$ cat src/rtl/bus_cycle_master_if.sv
// Request/response and system-bus signal bundle for bus_cycle_master.
// The master modport is the bus-cycle initiator; the slave modport is the
// requester side (it also supplies bus_din from the decoder).
interface bus_cycle_master_if;
  logic        req_valid;
  logic        req_ready;
  logic [1:0]  req_op;
  logic        req_inta;
  logic [19:0] req_addr;
  logic [7:0]  req_wdata;
  logic        rsp_valid;
  logic [7:0]  rsp_rdata;
  logic [19:0] bus_addr;
  logic [7:0]  bus_dout;
  logic        bus_iom;
  logic        bus_rd_n;
  logic        bus_wr_n;
  logic        bus_inta_n;
  logic [7:0]  bus_din;

  modport master (
    input  req_valid, req_op, req_inta, req_addr, req_wdata, bus_din,
    output req_ready, rsp_valid, rsp_rdata,
    output bus_addr, bus_dout, bus_iom, bus_rd_n, bus_wr_n, bus_inta_n
  );

  modport slave (
    output req_valid, req_op, req_inta, req_addr, req_wdata, bus_din,
    input  req_ready, rsp_valid, rsp_rdata,
    input  bus_addr, bus_dout, bus_iom, bus_rd_n, bus_wr_n, bus_inta_n
  );
endinterface

$ cat src/rtl/bus_cycle_master.sv
// 8088-style bus cycle initiator: runs T1-T4 (plus Tw) memory/IO read and
// write cycles and the two-pulse interrupt-acknowledge sequence on behalf
// of a valid/ready requester.
module bus_cycle_master #(
  parameter int WAIT_STATES = 0,
  parameter int INTA_IDLE   = 2
) (
  input  logic               clk,
  input  logic               rst,
  bus_cycle_master_if.master bus
);

  // Counter must reach both the Tw count and the AGAP count.
  localparam int CNT_MAX = (WAIT_STATES > INTA_IDLE) ?
                           ((WAIT_STATES > 1) ? WAIT_STATES : 1) :
                           ((INTA_IDLE   > 1) ? INTA_IDLE   : 1);
  localparam int CNT_W   = (CNT_MAX > 1) ? $clog2(CNT_MAX) : 1;

  typedef enum logic [2:0] {
    S_IDLE,
    S_T1,
    S_T2,
    S_T3,
    S_TW,
    S_T4,
    S_AGAP
  } state_t;

  state_t             state;
  logic [CNT_W-1:0]   wcnt;
  logic               pulse_q;   // 0 = first INTA pulse, 1 = second
  logic               inta_q;
  logic               wr_q;

  logic               rsp_valid_q;
  logic [7:0]         rsp_rdata_q;
  logic [19:0]        addr_q;
  logic [7:0]         dout_q;
  logic               iom_q;
  logic               rd_n_q;
  logic               wr_n_q;
  logic               inta_n_q;

  logic               last_low;  // current cycle is the last one with strobe low
  logic               final_pulse;

  // Identify the edge that ends the strobe-low window.
  always_comb begin
    last_low = 1'b0;
    if (state == S_T3 && WAIT_STATES == 0)
      last_low = 1'b1;
    else if (state == S_TW && wcnt == '0)
      last_low = 1'b1;
  end

  // Non-INTA cycles complete on their only pulse; INTA on its second.
  assign final_pulse = !inta_q || pulse_q;

  // Bus cycle sequencer with registered strobes, address and response.
  // NOTE: every assignment here is non-blocking so all flops update from
  // the same pre-edge values; blocking assignments would order-couple them.
  always_ff @(posedge clk) begin
    if (rst) begin
      state       <= S_IDLE;
      wcnt        <= '0;
      pulse_q     <= 1'b0;
      inta_q      <= 1'b0;
      wr_q        <= 1'b0;
      rsp_valid_q <= 1'b0;
      rsp_rdata_q <= 8'h00;
      addr_q      <= 20'h0;
      dout_q      <= 8'h00;
      iom_q       <= 1'b0;
      rd_n_q      <= 1'b1;
      wr_n_q      <= 1'b1;
      inta_n_q    <= 1'b1;
    end else begin
      rsp_valid_q <= 1'b0;

      case (state)
        S_IDLE: begin
          if (bus.req_valid) begin
            inta_q  <= bus.req_inta;
            wr_q    <= bus.req_op[0];
            pulse_q <= 1'b0;
            if (bus.req_inta) begin
              addr_q <= 20'h0;
              iom_q  <= 1'b0;
            end else begin
              iom_q  <= bus.req_op[1];
              addr_q <= bus.req_op[1] ? {4'h0, bus.req_addr[15:0]} : bus.req_addr;
              if (bus.req_op[0])
                dout_q <= bus.req_wdata;
            end
            state <= S_T1;
          end
        end

        S_T1: begin
          if (inta_q)    inta_n_q <= 1'b0;
          else if (wr_q) wr_n_q   <= 1'b0;
          else           rd_n_q   <= 1'b0;
          state <= S_T2;
        end

        S_T2: state <= S_T3;

        S_T3: begin
          if (last_low) begin
            state <= S_T4;
          end else begin
            wcnt  <= CNT_W'(WAIT_STATES - 1);
            state <= S_TW;
          end
        end

        S_TW: begin
          if (last_low) state <= S_T4;
          else          wcnt  <= wcnt - CNT_W'(1);
        end

        S_T4: begin
          if (!final_pulse) begin
            pulse_q <= 1'b1;
            if (INTA_IDLE > 0) begin
              wcnt  <= CNT_W'(INTA_IDLE - 1);
              state <= S_AGAP;
            end else begin
              state <= S_T1;
            end
          end else begin
            state <= S_IDLE;
          end
        end

        S_AGAP: begin
          if (wcnt == '0) state <= S_T1;
          else            wcnt  <= wcnt - CNT_W'(1);
        end

        default: state <= S_IDLE;
      endcase

      // Close the strobe window: release strobes, capture read/vector data
      // and flag completion for the T4 that follows.
      if (last_low) begin
        rd_n_q   <= 1'b1;
        wr_n_q   <= 1'b1;
        inta_n_q <= 1'b1;
        if (final_pulse && (inta_q || !wr_q))
          rsp_rdata_q <= bus.bus_din;
        if (final_pulse)
          rsp_valid_q <= 1'b1;
      end
    end
  end

  assign bus.req_ready  = (state == S_IDLE) && !rst;
  assign bus.rsp_valid  = rsp_valid_q;
  assign bus.rsp_rdata  = rsp_rdata_q;
  assign bus.bus_addr   = addr_q;
  assign bus.bus_dout   = dout_q;
  assign bus.bus_iom    = iom_q;
  assign bus.bus_rd_n   = rd_n_q;
  assign bus.bus_wr_n   = wr_n_q;
  assign bus.bus_inta_n = inta_n_q;

endmodule

$ cat src/flat_wrapper.sv
// flat-port wrapper written by rule: the top's interface ports become plain ports
module bus_cycle_master_flat 
#(
  parameter int WAIT_STATES = 0,
  parameter int INTA_IDLE   = 2
)
  (clk, rst, bus_req_valid, bus_req_op, bus_req_inta, bus_req_addr, bus_req_wdata, bus_bus_din, bus_req_ready, bus_rsp_valid, bus_rsp_rdata, bus_bus_addr, bus_bus_dout, bus_bus_iom, bus_bus_rd_n, bus_bus_wr_n, bus_bus_inta_n);
  bus_cycle_master_if bus_i ();
  input  logic clk;
  input  logic rst;
  input wire logic [$bits(bus_i.req_valid)-1:0] bus_req_valid;
  input wire logic [$bits(bus_i.req_op)-1:0] bus_req_op;
  input wire logic [$bits(bus_i.req_inta)-1:0] bus_req_inta;
  input wire logic [$bits(bus_i.req_addr)-1:0] bus_req_addr;
  input wire logic [$bits(bus_i.req_wdata)-1:0] bus_req_wdata;
  input wire logic [$bits(bus_i.bus_din)-1:0] bus_bus_din;
  output wire logic [$bits(bus_i.req_ready)-1:0] bus_req_ready;
  output wire logic [$bits(bus_i.rsp_valid)-1:0] bus_rsp_valid;
  output wire logic [$bits(bus_i.rsp_rdata)-1:0] bus_rsp_rdata;
  output wire logic [$bits(bus_i.bus_addr)-1:0] bus_bus_addr;
  output wire logic [$bits(bus_i.bus_dout)-1:0] bus_bus_dout;
  output wire logic [$bits(bus_i.bus_iom)-1:0] bus_bus_iom;
  output wire logic [$bits(bus_i.bus_rd_n)-1:0] bus_bus_rd_n;
  output wire logic [$bits(bus_i.bus_wr_n)-1:0] bus_bus_wr_n;
  output wire logic [$bits(bus_i.bus_inta_n)-1:0] bus_bus_inta_n;
  assign bus_i.req_valid = bus_req_valid;
  assign bus_i.req_op = bus_req_op;
  assign bus_i.req_inta = bus_req_inta;
  assign bus_i.req_addr = bus_req_addr;
  assign bus_i.req_wdata = bus_req_wdata;
  assign bus_i.bus_din = bus_bus_din;
  assign bus_req_ready = bus_i.req_ready;
  assign bus_rsp_valid = bus_i.rsp_valid;
  assign bus_rsp_rdata = bus_i.rsp_rdata;
  assign bus_bus_addr = bus_i.bus_addr;
  assign bus_bus_dout = bus_i.bus_dout;
  assign bus_bus_iom = bus_i.bus_iom;
  assign bus_bus_rd_n = bus_i.bus_rd_n;
  assign bus_bus_wr_n = bus_i.bus_wr_n;
  assign bus_bus_inta_n = bus_i.bus_inta_n;
  bus_cycle_master #(.WAIT_STATES(WAIT_STATES), .INTA_IDLE(INTA_IDLE)) u_core (.clk(clk), .rst(rst), .bus(bus_i));
endmodule
$ cat config.mk
export PLATFORM = sky130hd
export DESIGN_NAME = bus_cycle_master_flat
export DESIGN_NICKNAME = d
export VERILOG_FILES = /design/src/rtl/bus_cycle_master_if.sv /design/src/rtl/bus_cycle_master.sv /design/src/flat_wrapper.sv
export SDC_FILE = /design/constraint.sdc
export NUM_CORES = 1
export LEC_CHECK = 0
export CORE_MARGIN = 1
export CORE_UTILIZATION = 38
export DETAILED_ROUTE_END_ITERATION = 8
export GPL_TIMING_DRIVEN = 0
export MAX_ROUTING_LAYER = met4
export PLACE_DENSITY = 0.76
export SLEW_MARGIN = 20
export SYNTH_ARGS = -nofsm -noshare
export SYNTH_HDL_FRONTEND = slang
export SYNTH_SLANG_ARGS = --single-unit
export TNS_END_PERCENT = 100
$ cat constraint.sdc
create_clock -name clk -period 1.69 [get_ports clk]
set_input_delay 0.169 -clock clk [delete_from_list [all_inputs] [get_ports clk]]
set_output_delay 0.169 -clock clk [all_outputs]
set_load 0.05 [all_outputs]
# Word-level counts from Yosys, hierarchy flattened
# Cells that the tools add are included.
# W data, S select, Z words.
# totals
reg_bits,48
output_inout_bits,42
# classes
add_sub_neg,1
n_eq_ne,12
muxes,19
n_bitwise,5
reduce_logical,22
# ops
op,count
$mux W20,2
$pmux W3 S7,1
$mux W3,4
$reduce_and A3 Y1,4
$mux W1,10
$ne A2 B2 Y1 const B,5
$eq A3 B3 Y1 const B,3
$reduce_and A4 Y1,2
$eq A3 B2 Y1 const B,2
$reduce_and A2 Y1,3
$not A1 Y1,5
$pmux W1 S4,1
$reduce_bool A4 Y1,1
$reduce_or A2 Y1,2
$eq A3 B1 Y1 const B,1
$logic_and A1 B1 Y1,3
$logic_not A1 Y1,3
$logic_not A3 Y1,1
$logic_or A1 B1 Y1,2
$ne A2 B1 Y1 const B,1
$pmux W1 S2,1
$reduce_bool A2 Y1,1
$sub A1 B1 Y1 const B,1

# Depth between registers and ports, before layout
# depth
ltp_word,6
mapped_depth,5
depth_no_buf,3

# Least setup slack after synthesis
# No wires, ideal clock.
# synth_path
path_kind,register -> output
from,reg u_core.state[2]
to,out bus_req_ready
arrival_ps,2008
t_required_ps,1521
slack_ps,-487
path_stages_with_launch,3
n_path_buf,1
cell_sequence,dfxtp_1 -> buf_4 -> nor4_1
# synth_between
elab_chain_len,2
# synth_rtl
item,line_no,text
start: declaration,bus_cycle_master.sv:29,state_t state;
start signal: assignment,bus_cycle_master.sv:64,state <= S_IDLE;
start signal: assignment,bus_cycle_master.sv:95,state <= S_T1;
start signal: assignment,bus_cycle_master.sv:103,state <= S_T2;
$logic_not A3 Y1,bus_cycle_master.sv:158,assign bus.req_ready = (state == S_IDLE) && !rst;
$logic_and A1 B1 Y1,bus_cycle_master.sv:158,
end: declaration,flat_wrapper.sv:17,output wire logic [$bits(bus_i.req_ready)-1:0] bus_req_ready;
# No other way between the ends.

# Worst setup path in the final report
# layout_path
from,reg u_core.wcnt
to,"reg u_core.rsp_rdata_q[3], in the netlist u_core.bus.rsp_rdata[3]"
# layout_between
elab_chain_len,5
# layout_rtl
item,line_no,text
start: declaration,bus_cycle_master.sv:30,logic [CNT_W-1:0] wcnt;
start signal: assignment,bus_cycle_master.sv:112,wcnt <= CNT_W'(WAIT_STATES - 1);
start signal: assignment,bus_cycle_master.sv:119,else wcnt <= wcnt - CNT_W'(1);
start signal: assignment,bus_cycle_master.sv:126,wcnt <= CNT_W'(INTA_IDLE - 1);
$not A1 Y1,bus_cycle_master.sv:52,else if (state == S_TW && wcnt == '0)
$logic_and A1 B1 Y1,bus_cycle_master.sv:52,
$mux W1,bus_cycle_master.sv:52,
$mux W1,bus_cycle_master.sv:50,if (state == S_T3 && WAIT_STATES == 0)
$reduce_and A2 Y1 (no line),n/a,
end signal: assignment,bus_cycle_master.sv:151,rsp_rdata_q <= bus.bus_din;
end: declaration,bus_cycle_master.sv:36,logic [7:0] rsp_rdata_q;
# No other way between the ends.
# A chain may end at the register's enable or synchronous reset.

==> flow_summary.ini <==
[yosys]
syn-num-nets = 261
synth_edf_count = 0
yosysUniqueCellTypes = 31
ys_seq_area_frac = 0.481
async_reset_ff_frac = 0
synth_top_area_cell = dfxtp_1
synth_commonest_cells = dfxtp_1 (48), a21oi_1 (33), nand2_1 (28)
synth_adder_area_share = 0
synth.ff_latch_count = 48
yosys.area.top_type_share = 0.481
synthSimpleGateAreaFrac = 0.261
synthTopCellsByArea = dfxtp_1 (48%), a21oi_1 (8.3%), nand3b_1 (6.8%), nand2_1 (5.3%), mux2i_1 (4.5%)
synth_most_common_cell = dfxtp_1
yosys_warnings = 0
synthXorXnorAreaFrac = 0.00439
synth_top_family_by_area = simple AND/OR/NAND/NOR gates
synth_area_per_cell_um2 = 9.12
synth_compound_area_frac = 0.159
synth_mux_area_frac = 0.0451
syn_inst = 219
synth_area_um2 = 2000
ys.flop_type = dfxtp_1

[job]
maxCapViolations = 0

[sta]
relSlewSlack = 0.648
rsz0062_at_grt = yes
hold_violations = 0
period_share = 0.975
tns_ns = 0
fmax_mhz = 607
tightest_slew_ns = 0.527
finalMaxSlewViolations = 0
fin_crit_ns = 1.65
setup_violations = 0
finClkSkew_ns = 0.00612

[placement]
port_buffers = 82
hpwl_um = 3600
dpl_cell_area_um2 = 2910
gp_congestion = 0.783
numPlacedInstances = 371

[power_and_ir_drop]
p_leak_uw = 0.00111
p_per_area_nw_per_um2 = 927
swShare = 0.311
vdd_drop_max_mv = 0.516
pwr-share-comb = 0.282
p_seq_frac = 0.436
p_int_uw = 1970
clockPowerShare = 0.282
p_switching_uw = 887

[die]
core-area_um2 = 5070
rows = 26
start_util = 0.393
dieArea_um2 = 5550
ios = 84
dieHeight_um = 74.5
die_x_um = 74.5

[hold_path]
hp-start = rst
min_path_type = in -> reg
worstHoldPathCells = 2

[clock_tree]
cts_tree = done
cts-buffers-inserted = 5
clk_latency_ns = 0.29
cts-root-buf = clkbuf_8
clockBufferDepth = 2
clk_pin_slew_worst_paths_ns = 0.09
clock-sinks = 48
htreeDepth = 2

[detailed_routing]
vias_per_cell = 4.88
ant_nets = 0
vias = 1868
drc = 0
drt_iter0_markers = 57
dr.pass1.iters = 4
drt-wirelength-per-cell_um = 13.1
postRouteWirelength_um = 5020

[setup_path]
r2r_cells = 4
cp.depth = 4
path_delay_family = simple AND/OR/NAND/NOR gates
end_kind = flop
max_stage_delay_ns = 0.54
crit_start = u_core.wcnt$_SDFFE_PP0P_
arrival_ns = 1.87
start_kind = flop
cp_cell_sequence = or4b_4 -> a221oi_4 -> buf_4 -> mux2i_1
required_ns = 1.91
crit_buf_inv = 1
crit_fanout = 3
r2r-end = u_core.bus.rsp_rdata[3]$_SDFFE_PP0P_
regToRegSetupSlack_ns = 0.04
critPathSlowestCell = or4b_4
crit_type = reg -> reg
rr_startpoint = u_core.wcnt$_SDFFE_PP0P_
worstSetupEndpoint = u_core.bus.rsp_rdata[3]$_SDFFE_PP0P_

[final_layout]
areaGrowthSynthToFinish_pct = 54.3
regArea_um2 = 967
drive_gt1_frac = 0.109
finalNonFillerCells = 383
utilization = 0.607
multiInputGateArea_um2 = 956
fill_cells = 476
final_cell_area_um2 = 3080
n_antenna_cell = 0
nets = 354

[grt]
grt-ovfl-total = 0
first_global_vias = 1731
grt_max_degree = 15
grt_pass1_wl_um = 7870
antenna_found_initial = 0
grt_util_all_layers = 0.194

[run_status]
outcome = finished, final reports clean
-- cell type report --
| cell class | instances | area share |
|---|---|---|
| plain buffers | 18 | 0.0321 |
| clock buffers | 6 | 0.0235 |
| clock inverters | 2 | 0.0114 |
| inverters | 2 | 0.00244 |
| multi-input cells | 151 | 0.310 |
| flip-flops and latches | 48 | 0.314 |
| well taps | 70 | 0.0284 |
| repair buffers | 86 | 0.278 |
-- worst register-to-register path, stage by stage (launching register included) --
cell      delay (ns)
dfxtp_4         0.36
or4b_4          0.54
a221oi_4        0.30
buf_4           0.19
mux2i_1         0.18
-- cells by family (layout without fill, tap and decap cells) --
group | count (synthesis) | in the layout
compound gates | 53 | 53
buf+inv | 20 | 114
simple gates | 88 | 88
mux | 9 | 9
xor+xnor | 1 | 1
flops | 48 | 48
-- state kept, by name, summed over array words and instances, names as in the netlist --
signal,flops
u_core.inta_q,1
u_core.bus.bus_rd_n,1
u_core.bus.rsp_rdata,8
u_core.bus.bus_addr,20
u_core.state,3
u_core.bus.rsp_valid,1
u_core.bus.bus_dout,8
u_core.wcnt,1
u_core.bus.bus_iom,1
u_core.bus.bus_inta_n,1
u_core.pulse_q,1
u_core.bus.bus_wr_n,1
u_core.wr_q,1
-- worst min-delay path by stage --
| stage | slack, ns | endpoint |
|---|---|---|
| 3_3_place_gp | 0.44 | u_core.bus.bus_addr[0]$_SDFFE_PP0P_ |
| 5_1_grt | 0.28 | u_core.bus.bus_addr[11]$_SDFFE_PP0P_ |
| 2_1_floorplan | 0.30 | u_core.wr_q$_SDFFE_PP0P_ |
| 6_report | 0.29 | u_core.bus.bus_addr[11]$_SDFFE_PP0P_ |
| 4_1_cts | 0.29 | u_core.bus.bus_addr[11]$_SDFFE_PP0P_ |
| 3_5_place_dp | 0.44 | u_core.bus.bus_addr[8]$_SDFFE_PP0P_ |
-- routing by layer --
layer | vias up | routed length (µm) | track usage
li1 | 946 | - | -
met2 | 52 | 2470 | 0.304
met5 | - | 0 | -
met3 | 2 | 268 | 0.0623
met4 | 0 | 29 | 0.0692
met1 | 868 | 2250 | 0.233
-- stage by stage --
| stage | worst slack (ns) | total power (µW) | hold WS (ns) |
|---|---|---|---|
| 3_3_place_gp | -0.256 | 2040 | 0.438 |
| 4_1_cts | -0.0660 | 2870 | 0.286 |
| 5_1_grt | -0.0345 | 3010 | 0.283 |
| 2_1_floorplan | 0.0348 | 1760 | 0.305 |
| 6_report | 0.0423 | 2860 | 0.289 |
| 3_5_place_dp | -0.271 | 2050 | 0.444 |
-- cells in the final DEF, fill, tap and decap left out, drive strengths merged, types with 3 or more instances in the layout --
cell | Yosys | routed
o21ai | 8 | 8
or2b | 7 | 7
dfxtp | 48 | 48
a211o | 3 | 3
dlymetal6s2s | 0 | 3
clkbuf | 14 | 21
clkdlybuf4s50 | 0 | 78
nand3 | 13 | 13
nand3b | 18 | 18
mux2i | 9 | 9
buf | 3 | 7
nor2b | 3 | 3
a21oi | 33 | 33
nand2 | 28 | 28
nand2b | 10 | 10
a211oi | 4 | 4
-- power by group through the flow --
stage / Sequential, µW / Combinational, µW / Clock [µW]
3_5_place_dp: 1270 / 783 / 0
3_3_place_gp: 1270 / 777 / 0
6_report: 1250 / 804 / 806
2_1_floorplan: 1450 / 313 / 0
5_1_grt: 1260 / 860 / 895
4_1_cts: 1240 / 796 / 834
-- repair_timing --
item | CTS | global route
setup endpoints to repair | 38 | 42
resized for setup | 7 | 14
pin swaps | 1 | 2
hold buffers | 0 | 0
setup buffers | 2 | 2
Note: power is estimated with default switching activity, not from simulation.
==> RTL edit: new RTL, config.mk and constraints unchanged <==
`INTA_IDLE` is set to 2 in 2 places; all go to 4.
--- a/src/rtl/bus_cycle_master.sv
+++ b/src/rtl/bus_cycle_master.sv
@@ -5,3 +5,3 @@
   parameter int WAIT_STATES = 0,
-  parameter int INTA_IDLE   = 2
+  parameter int INTA_IDLE   = 4
 ) (
--- a/src/flat_wrapper.sv
+++ b/src/flat_wrapper.sv
@@ -4,3 +4,3 @@
   parameter int WAIT_STATES = 0,
-  parameter int INTA_IDLE   = 2
+  parameter int INTA_IDLE   = 4
 )
Check against the original RTL: not equivalent (a bounded check fails within 10 cycles, from zero or initial values and one cycle with rst high).
==> RTL edit against the original RTL <==
Highest routed layer unchanged; worst setup slack got worse by 2.2 ps; maximum frequency shrank 0.13%; final area decreased by 2.1%; sequential cell count is 1 higher; routed wire length shrank 3.0%; area after synthesis shrank 1.3%; worst hold slack got worse by 59 ps; power fell by 4.2%.
==> RTL edit: results (changes against the original RTL) <==
metric,value,unit,change
r2r-end,u_core.bus.rsp_rdata[0]$_SDFFE_PP0P_,,was u_core.bus.rsp_rdata[3]$_SDFFE_PP0P_
drt-initial-drc-count,98,,was 57
status,"complete, no violations",,unchanged
gp_congestion,0.851,,was 0.783
synth_compound_area_share,11.7,%,was 15.9%
grt_pass1_vias,1707,,was 1731
post-route-util,62.2,%,was 60.7%
fin_nets,353,,was 354
cp.arrival,1480,ps,was 1870 ps
p_total,0.00273,W,was 0.00286 W
intPower,0.00186,W,was 0.00197 W
clock_skew,6.53,ps,was 6.12 ps
p_clk,0.000715,W,was 0.000806 W
vias,1854,,was 1868
rr_worst_depth,7,,was 4
track_usage,18.6,%,was 19.4%
routed_via_density,4.92,,was 4.88
path_max_fanout,2,,was 3
hpwl,3460,um,was 3600 um
post_drt_wl_per_cell,12.9,um,was 13.1 um
hold_end,u_core.bus.bus_dout[3]$_SDFFE_PP0P_,,was u_core.bus.bus_addr[11]$_SDFFE_PP0P_
startpoint,u_core.bus.rsp_rdata[2]$_SDFFE_PP0P_,,was u_core.wcnt$_SDFFE_PP0P_
worstMarginPinSlew,546,ps,was 527 ps
peakVddDrop,0.502,mV,was 0.516 mV
crit_slowest_cell,clkdlybuf4s50_1,,was or4b_4
syn_area_per_cell,9.00,um2,was 9.12 um2
grt_pass1_wl,7600,um,was 7870 um
synth_area_leaders,"dfxtp_1 50%, mux2i_1 8.1%, a21oi_1 6.9%",,"was dfxtp_1 48%, a21oi_1 8.3%, nand3b_1 6.8%"
r2r-start,u_core.wcnt[0]$_SDFFE_PP0P_,,was u_core.wcnt$_SDFFE_PP0P_
rrSetupSlack,120,ps,was 40 ps
syn-num-nets,262,,was 261
ys_top_cells_by_count,"49 x dfxtp_1, 30 x nand2_1, 27 x a21oi_1",,"was 48 x dfxtp_1, 33 x a21oi_1, 28 x nand2_1"
place_inst,368,,was 371
place_ws,-233,ps,was -271 ps
period_needed,1650,ps,about the same
## RTL edit: changes by cell type after synthesis, sizes merged, moves of 4 or more
cell    delta
a21oi      -6
mux2i      +7
nand2b     -6
nand3      -7
nor2      +22
o21ai      -4
or2b       -7
## RTL edit: final cells by class
cell class,count,area [um2]
Fill cell,423,1830
Clock inverter,1,7.51
Tap cell,67,83.8
Clock buffer,6,82.6
Buffer,17,80.1
Timing Repair Buffer,84,848
Inverter,4,15.0
Multi-Input combinational cell,149,917
Sequential cell,49,982
## RTL edit: timing repair
action / CTS / global route
buffers inserted: 2 / 0
setup endpoints to repair: 12 / 26
pin swaps: 1 / 1
gates resized for setup: 6 / 9
## RTL edit: routing by layer
layer / share of wire [%] / GRT usage (%) / wire length (um) / vias to the layer above
met1: 45 / 23.6 / 2210 / 860
met3: 9.2 / 6.91 / 446 / 5
met2: 45 / 27.8 / 2170 / 68
met5: 0 / - / 0 / -
met4: 0.94 / 5.13 / 46 / 0
li1: - / - / - / 921
